--- src/rtl/stream_demux_pkg.sv ---
// stream_demux shared definitions.
// Select-width helper and channel state encoding.
package stream_demux_pkg;

   typedef enum logic {
      CH_EMPTY = 1'b0,
      CH_FULL  = 1'b1
   } ch_state_e;

   // Bits needed to index n channels (n >= 2).
   function automatic int sel_w(input int n);
      int w;
      w = 0;
      for (int i = 0; i < 31; i++) begin
         if ((1 << i) < n) w = i + 1;
      end
      return w;
   endfunction

endpackage

--- src/rtl/demux_ch_reg.sv ---
// One-entry channel register of stream_demux.
// Load has priority over drain so fill+drain stays full.
module demux_ch_reg
   import stream_demux_pkg::*;
#(
   parameter int DATA_W = 8
) (
   input  logic              clk,
   input  logic              rst_n,
   input  logic              load_i,
   input  logic              drain_i,
   input  logic [DATA_W-1:0] data_i,
   output logic              valid_o,
   output logic [DATA_W-1:0] data_o
);

   ch_state_e         state_q, state_d;
   logic [DATA_W-1:0] data_q, data_d;

   // Next state: capture on load, empty on drain-only.
   always_comb begin
      state_d = state_q;
      data_d  = data_q;
      if (load_i) begin
         state_d = CH_FULL;
         data_d  = data_i;
      end else if (drain_i) begin
         state_d = CH_EMPTY;
      end
   end

   // State and payload registers.
   always_ff @(posedge clk or negedge rst_n) begin
      if (!rst_n) begin
         state_q <= CH_EMPTY;
         data_q  <= '0;
      end else begin
         state_q <= state_d;
         data_q  <= data_d;
      end
   end

   assign valid_o = (state_q == CH_FULL);
   assign data_o  = data_q;

endmodule

--- src/rtl/stream_demux.sv ---
// Stream demultiplexer: one input, NUM_CH one-entry
// output channels, addressed or round-robin routing.
module stream_demux
   import stream_demux_pkg::*;
#(
   parameter int DATA_W  = 8,
   parameter int NUM_CH  = 4,
   parameter int RR_MODE = 0
) (
   input  logic                     clk,
   input  logic                     rst_n,
   input  logic                     in_valid,
   output logic                     in_ready,
   input  logic [DATA_W-1:0]        in_data,
   input  logic [sel_w(NUM_CH)-1:0] in_sel,
   output logic [NUM_CH-1:0]        out_valid,
   input  logic [NUM_CH-1:0]        out_ready,
   output logic [NUM_CH*DATA_W-1:0] out_data,
   output logic                     drop_free
);

   localparam int SEL_W = sel_w(NUM_CH);

   logic [SEL_W-1:0]  rr_q, rr_d;
   logic [SEL_W-1:0]  tgt;
   logic              rst_done_q;
   logic              drop_free_q;
   logic              accept;
   logic [NUM_CH-1:0] load_v;
   logic [NUM_CH-1:0] drain_v;
   logic [NUM_CH-1:0] full_d;

   assign tgt = (RR_MODE != 0) ? rr_q : in_sel;

   // rst_done_q blocks acceptance in the release cycle.
   assign in_ready = rst_done_q &
                     (~out_valid[tgt] | out_ready[tgt]);
   assign accept   = in_valid & in_ready;

   for (genvar k = 0; k < NUM_CH; k++) begin : g_ch
      assign load_v[k]  = accept & (tgt == SEL_W'(k));
      assign drain_v[k] = out_valid[k] & out_ready[k];
      assign full_d[k]  = load_v[k] |
                          (out_valid[k] & ~drain_v[k]);

      demux_ch_reg #(
         .DATA_W (DATA_W)
      ) u_ch (
         .clk     (clk),
         .rst_n   (rst_n),
         .load_i  (load_v[k]),
         .drain_i (drain_v[k]),
         .data_i  (in_data),
         .valid_o (out_valid[k]),
         .data_o  (out_data[k*DATA_W +: DATA_W])
      );
   end

   // Pointer moves only on an accepted beat.
   always_comb begin
      rr_d = rr_q;
      if (accept) rr_d = rr_q + SEL_W'(1);
   end

   // Pointer, reset-release and idle flags.
   always_ff @(posedge clk or negedge rst_n) begin
      if (!rst_n) begin
         rr_q        <= '0;
         rst_done_q  <= 1'b0;
         drop_free_q <= 1'b1;
      end else begin
         rr_q        <= rr_d;
         rst_done_q  <= 1'b1;
         drop_free_q <= ~|full_d;
      end
   end

   assign drop_free = drop_free_q;

endmodule

--- config.mk ---
export PLATFORM = sky130hd
export DESIGN_NAME = stream_demux
export DESIGN_NICKNAME = d
export VERILOG_FILES = /design/src/rtl/stream_demux_pkg.sv /design/src/rtl/demux_ch_reg.sv /design/src/rtl/stream_demux.sv
export SDC_FILE = /design/constraint.sdc
export NUM_CORES = 1
export LEC_CHECK = 0
export ABC_AREA = 1
export BUFFER_PORTS_ARGS = -buffer_cell sky130_fd_sc_hd__buf_4
export CORE_MARGIN = 3
export CORE_UTILIZATION = 44
export CTS_CLUSTER_DIAMETER = 150
export DETAILED_ROUTE_END_ITERATION = 7
export PLACE_DENSITY = 0.74
export SYNTH_ARGS = -nofsm -noshare
export SYNTH_HDL_FRONTEND = slang
export SYNTH_HIERARCHICAL = 1
export SYNTH_SLANG_ARGS = --single-unit
export TNS_END_PERCENT = 100
--- constraint.sdc ---
create_clock -name clk -period 1.5 [get_ports clk]
set_clock_uncertainty 0.15 [all_clocks]
set_input_delay 0.15 -clock clk [delete_from_list [all_inputs] [get_ports clk]]
set_output_delay 0.15 -clock clk [all_outputs]
set_load 0.02 [all_outputs]
==> results of run 1 <==
-- layout make-up --
class	instances	area share, %
timing repair buffer	72	23.9
sequential	38	39.6
inverter	20	3.52
clock inverter	2	0.517
clock buffer	6	3.41
multi-input combinational	140	26.7
tap	46	2.38
-- routing by layer --
layer	part of all wire, %	global-route usage [%]
met3	6.2	5.56
met5	0	0
met4	0.64	6.08
met1	44	24.5
met2	49	30.9
-- critical path, cell delays in order (launching register included) --
cell,delay (ns)
dfrtp_2,0.40
nand2_1,0.06
nand2_1,0.04
nand2_1,0.06
nand2_2,0.06
a21boi_1,0.16
buf_4,0.17
-- how the worst max path moves through the flow --
stage,startpoint,to,slack (ns),depth (start not counted)
6_report,g_ch[0].u_ch/valid_o$_DFFE_PN0P_,in_ready,-0.04,6
5_1_grt,g_ch[1].u_ch/valid_o$_DFFE_PN0P_,g_ch[1].u_ch/data_o[2]$_DFFE_PN0P_,-0.11,10
4_1_cts,g_ch[1].u_ch/valid_o$_DFFE_PN0P_,in_ready,-0.03,6
3_5_place_dp,g_ch[1].u_ch/valid_o$_DFFE_PN0P_,g_ch[2].u_ch/data_o[5]$_DFFE_PN0P_,-0.01,10
3_3_place_gp,in_sel[0],g_ch[2].u_ch/data_o[1]$_DFFE_PN0P_,-0.0002,11
2_1_floorplan,g_ch[2].u_ch/valid_o$_DFFE_PN0P_,g_ch[0].u_ch/data_o[0]$_DFFE_PN0P_,-0.003,11
-- synth_stat cells, drive strengths merged --
| cell | n |
|---|---|
| nand2 | 125 |
| dfrtp | 37 |
| inv | 20 |
| nor2 | 7 |
| buf | 5 |
| nand3 | 4 |
| o22ai | 2 |
| a21boi | 1 |
| conb | 1 |
| dfstp | 1 |
-- kinds of logic after synthesis --
logic type	Yosys count	share of synthesized area (%)
buf+inv	25	8.00
compound gates	3	1.22
other cells	1	0.228
flops	38	58.0
simple gates	136	32.6
-- power groups by stage --
stage / registers [W] / clock network, W / logic, W
6_report: 0.00152 / 0.000722 / 0.00157
3_5_place_dp: 0.00153 / 0 / 0.00151
4_1_cts: 0.00152 / 0.000739 / 0.00153
2_1_floorplan: 0.00192 / 0 / 0.000382
3_3_place_gp: 0.00153 / 0 / 0.00148
5_1_grt: 0.00155 / 0.000782 / 0.00171
-- state kept, by name (all words and copies together) (netlist names) --
signal	cells
rst_done_q	1
g_ch.u_ch/valid_o	4
g_ch.u_ch/data_o	32
drop_free	1
-- per-stage QoR --
stage | util (%) | total power, W | hold WS [ns] | setup WS [ns] | cell area [µm²]
CTS | 66.7 | 0.00378 | 0.0167 | -0.0330 | 2310
global route | 69.8 | 0.00405 | 0.0723 | -0.113 | 2420
floorplan | - | 0.00230 | -0.296 | -0.00343 | 1650
detailed placement | 61.2 | 0.00303 | -0.00990 | -0.0144 | 2120
finish | 69.8 | 0.00381 | 0.0382 | -0.0409 | 2420
global placement | 61.2 | 0.00301 | -0.0111 | -0.000184 | 2120
-- repair_timing --
| action | CTS | global route |
|---|---|---|
| hold buffers | 9 | 0 |
| gates resized for setup | 3 | 37 |
| setup endpoints to repair | 17 | 36 |
| hold endpoints to repair | 69 | 0 |
| pin swaps | 3 | 22 |
==> metrics, run 1 <==
area of the multi-input gates=647 µm²; Crit path required time=between 1 and 1.5 ns; Avg Synthesized Cell Area=8.09 µm²; vias=1493; combinational power share=41.2%; n_diodes=0; chip width=67.1 µm; Reg clk slew, reported paths=0.07 ns; Hold Crit Class=primary input to register; Core Region=3470 µm²; # setup viols final=2; switching pwr=0.00141 W; antenna-violating nets left=0; total negative slack=-0.0413 ns; most frequent cells in the layout=nand2_1, buf_4, dfrtp_1; Area Growth Syn to Fin=47.3%; WHS Path Cells=6; Reg area=957 µm²; CTS max path bufs=2; Final WS setup=-0.0409 ns; Leakage=1.35 nW; FF-to-FF setup slack=0 ns; initial antenna violation count=0; sw frac=between 30% and 40%; Starting DRT DRC Count=52; most common cell after layout, fill and taps aside=nand2_1; Reg power frac=between 30% and 40%; Final Net Count=294; GPL Wtd Cong=0.783; top post-synthesis cells by area=dfrtp_1, nand2_1, buf_6; Sink Count=38; largest area contributor in the netlist=dfrtp_1; distinct cell type count after synthesis=14; num rows=21; post-synth top area share=56.4%; failing checks=negative setup slack; final wirelength=3.94 mm; Total Routing Usage GR=a little under a fifth; number of H-tree levels=2; Syn Nets=220; Post-Place Cells=307; WHS Endpoint=g_ch[1].u_ch/valid_o$_DFFE_PN0P_; Hold Startpoint=out_ready[1]; first-pass GRT wire length=around 6.4 mm; Residual DRC=0; IO Pins=55; FF+latch count, synth=38; Clk pwr share=19.0%; Mapped Cells=203; Fin. Hold Viols=0; Root Driver=clkbuf_8; outcome=finished with violations; Non-Filler Instances=324; Clock Latency Late Sink=0.28 ns; Startpoint Class=register; Worst EP arrival=1.24 ns; P_int=0.00240 W; First-pass DRT Iterations=4; Die Y=67.1 µm; Crit Path Class=register to output pin; cell area after synthesis=1640 µm²; GRT Residual Overflow=0; Yosys warnings=6; Post-DP HPWL=2.70 mm; CP max FO=2; largest net degree at the start of global routing=39; unrepaired setup endpoints after global routing=true; area of the die=roughly 4500 µm²; routed len/inst=about 12 µm; sequential element share of the synthesized area=58.0%; Reg2Reg Launch Point=g_ch[0].u_ch/valid_o$_DFFE_PN0P_; CTS tree=done; Num CTS Buffers=5; crit end category=output pin; MaxCap Viol Count=0; Final Cycle Share=103%; worst r2r dst=g_ch[1].u_ch/data_o[2]$_DFFE_PN0P_; IO buf count=54; Initial Utilization=a little under half; min cycle time layout=~1.5 ns; fmax=649 MHz; vias per cell=4.61; number of global-route vias before repair=1441; fillers=313; VDD IR max=about 1.1 mV; layout cells sized above 1=a little over 40%; max-slew violations=0; # Post-CTS Setup Buffers=0; FF-to-FF path depth=10; Power Density=~1600 nW/µm²
No activity file was read; power rests on OpenSTA's default activity.
==> run 2: changes to the inputs <==
--- a/config.mk
+++ b/config.mk
@@ -7,6 +7,7 @@
 export LEC_CHECK = 0
 export ABC_AREA = 1
 export BUFFER_PORTS_ARGS = -buffer_cell sky130_fd_sc_hd__buf_4
+export CORE_ASPECT_RATIO = 0.75
 export CORE_MARGIN = 3
 export CORE_UTILIZATION = 44
 export CTS_CLUSTER_DIAMETER = 150
==> run 2 against run 1 <==
Net effect: the flow still finishes with violations (negative setup slack); sequential power barely moved; combinational power rose by 3%; non-clock buffer count is 7 higher; sequential share of layout area is 0.66 points lower; critical path depth unchanged; core utilization is 2.1 points higher; clock power fell by 1%; routed wire length up 7.3%; critical path type unchanged; critical endpoint unchanged; highest routed layer unchanged.
==> metrics, run 2 (synthesized netlist as in run 1, its figures left out) <==
sw frac=36.9% (-0.15 points); CP most frequent cell=nand2_1; VDD IR max=0.911 mV (-20%); antenna-violating nets left=0 (unchanged); min cycle time layout=1.52 ns (-0.0169 ns); IO buf count=54 (unchanged); unrepaired setup endpoints after global routing=true; FF-to-FF path depth=10 (unchanged); Final Util=71.9% (+2.1 points); WP buf/inv=1 (unchanged); Post-DP HPWL=2.99 mm (+11%); Root Driver=clkbuf_8; GRT Residual Overflow=0 (unchanged); Power Density=1560 nW/µm² (-0.88%); crit end category=output pin; Starting DRT DRC Count=65 (+25%); combinational power share=42.0% (+0.8 points); CP max-delay cell=dfrtp_2; IO Pins=55 (unchanged); Num CTS Buffers=5 (unchanged); Final Net Count=301 (+2.4%); Largest register FFs=32 (unchanged); Core Region=3420 µm² (-1.3%); Reg area=957 µm² (unchanged); worst r2r dst=g_ch[1].u_ch/data_o[2]$_DFFE_PN0P_; first-pass GRT wire length=6.77 mm (+5.7%); Die Y=58.9 µm (-12%); num rows=18 (-14%); Worst EP arrival=1.22 ns (-0.02 ns); Reg power frac=39.4% (-0.4 points); Residual DRC=0 (unchanged); most common cell after layout, fill and taps aside=nand2_1; max-slew violations=0 (unchanged); MaxCap Viol Count=0 (unchanged); Area Growth Syn to Fin=49.8%; Total Routing Usage GR=19.8% (+0.76 points); # setup viols final=1 (-1); Critical path origin=g_ch[1].u_ch/valid_o$_DFFE_PN0P_; Final Cycle Share=102% (-1.1 points); fmax=656 MHz (+1.1%); Sink Count=38 (unchanged); Leakage=1.39 nW (+2.9%); FF-to-FF setup slack=0 ns (unchanged); Crit. path cell count=6 (unchanged); most frequent cells in the layout=nand2_1, buf_4, dfrtp_1; P_int=0.00242 W (+1.1%); chip width=76.6 µm (+14%); Reg clk slew, reported paths=0.07 ns (about the same); WHS=0.0403 ns (+0.00220 ns); number of H-tree levels=2 (unchanged); CTS max path bufs=2 (unchanged); n_diodes=0 (unchanged); CP max FO=2 (unchanged); Clk pwr share=18.6% (-0.4 points); final wirelength=4.23 mm (+7.3%); Power Total=0.00384 W (+0.82%); CTS tree=done; Hold Crit Class=primary input to register; Reg2Reg Launch Point=g_ch[1].u_ch/valid_o$_DFFE_PN0P_; vias=1526 (+2.2%); GPL Wtd Cong=0.854 (+9.0%); Final WS setup=-0.0240 ns (+0.0169 ns); initial antenna violation count=0 (unchanged); area of the die=4510 µm² (+0.16%); critical-path cell list=nand2_1 -> nand2_1 -> nand2_1 -> nand2_2 -> a21boi_1 -> buf_4; CP Capture Point=in_ready; largest net degree at the start of global routing=39 (unchanged); vias per cell=4.56 (-1.1%); fillers=278 (-11%); routed len/inst=12.6 µm (+3.8%); CP max stage delay=0.40 ns (about the same); Fin. Hold Viols=0 (unchanged); CP delay by family, top=flip-flops; number of global-route vias before repair=1369 (-5.0%); layout cells sized above 1=40.4% (-0.30 points); outcome=finished with violations; First-pass DRT Iterations=4 (unchanged); post-place setup slack=-0.0938 ns (-0.0794 ns); Crit path required time=1.20 ns (about the same); Crit Path Class=register to output pin; area of the multi-input gates=637 µm² (-1.5%); Startpoint Class=register; Initial Utilization=48.0% (+0.62 points); Clock Latency Late Sink=0.29 ns (about the same); failing checks=negative setup slack; switching pwr=0.00142 W (+0.41%)
run 2: cell type report:
class / count / area share, %
sequential: 38 / 38.9
multi-input combinational: 140 / 25.9
timing repair buffer: 79 / 25.6
clock buffer: 7 / 3.51
inverter: 20 / 3.36
tap: 50 / 2.54
clock inverter: 1 / 0.203
run 2: worst min path at each step:
| stage | startpoint | endpoint | slack (ns) | cells past startpoint |
|---|---|---|---|---|
| floorplan | rst_n | g_ch[0].u_ch/data_o[0]$_DFFE_PN0P_ | -0.30 | 0 |
| global placement | rst_n | g_ch[1].u_ch/data_o[6]$_DFFE_PN0P_ | -0.007 | 1 |
| detailed placement | rst_n | g_ch[2].u_ch/data_o[1]$_DFFE_PN0P_ | -0.01 | 1 |
| CTS | out_ready[3] | g_ch[3].u_ch/valid_o$_DFFE_PN0P_ | 0.04 | 6 |
| global route | out_ready[3] | g_ch[3].u_ch/valid_o$_DFFE_PN0P_ | 0.07 | 6 |
| finish | out_ready[3] | g_ch[3].u_ch/valid_o$_DFFE_PN0P_ | 0.04 | 6 |
run 2: what timing repair did:
item | 4_1_cts | 5_1_grt
setup endpoints to repair | 20 | 35
endpoints found under the hold margin | 69 | 0
gates resized for setup | 4 | 31
setup buffers | 1 | 1
pin swaps | 4 | 12
hold buffers | 9 | 0
run 2: metal layers:
metal / global-route usage (%) / part of all wire (%) / vias to the layer above
met5: 0 / 0 / -
met4: 6.98 / 1.3 / 0
met3: 5.50 / 6.8 / 7
met2: 30.7 / 45 / 51
met1: 27.3 / 47 / 708
li1: - / - / 760
run 2: power groups by stage:
stage | combinational (W) | sequential, W | clock (W)
6_report | 0.00161 | 0.00151 | 0.000714
5_1_grt | 0.00176 | 0.00155 | 0.000773
3_5_place_dp | 0.00153 | 0.00153 | 0
4_1_cts | 0.00158 | 0.00151 | 0.000728
2_1_floorplan | 0.000382 | 0.00192 | 0
3_3_place_gp | 0.00151 | 0.00153 | 0
run 2: worst reg2reg max path, cell delays in order (launching register included):
cell	delay, ns
dfrtp_2	0.40
nand2_1	0.05
nand2_1	0.05
nand2_1	0.06
nand2_2	0.06
nand2_2	0.08
nand3_4	0.13
nor2_2	0.15
buf_4	0.18
nand2_1	0.06
nand2_1	0.07
run 2: per-stage QoR:
step	TNS, ns	instance area [µm²]	instances
after detailed placement	-0.734	2160	316
after CTS	-0.0419	2360	334
final	-0.0240	2460	335
after floorplan	-0.110	1650	203
after global placement	-0.677	2160	316
after global routing	-1.89	2460	335
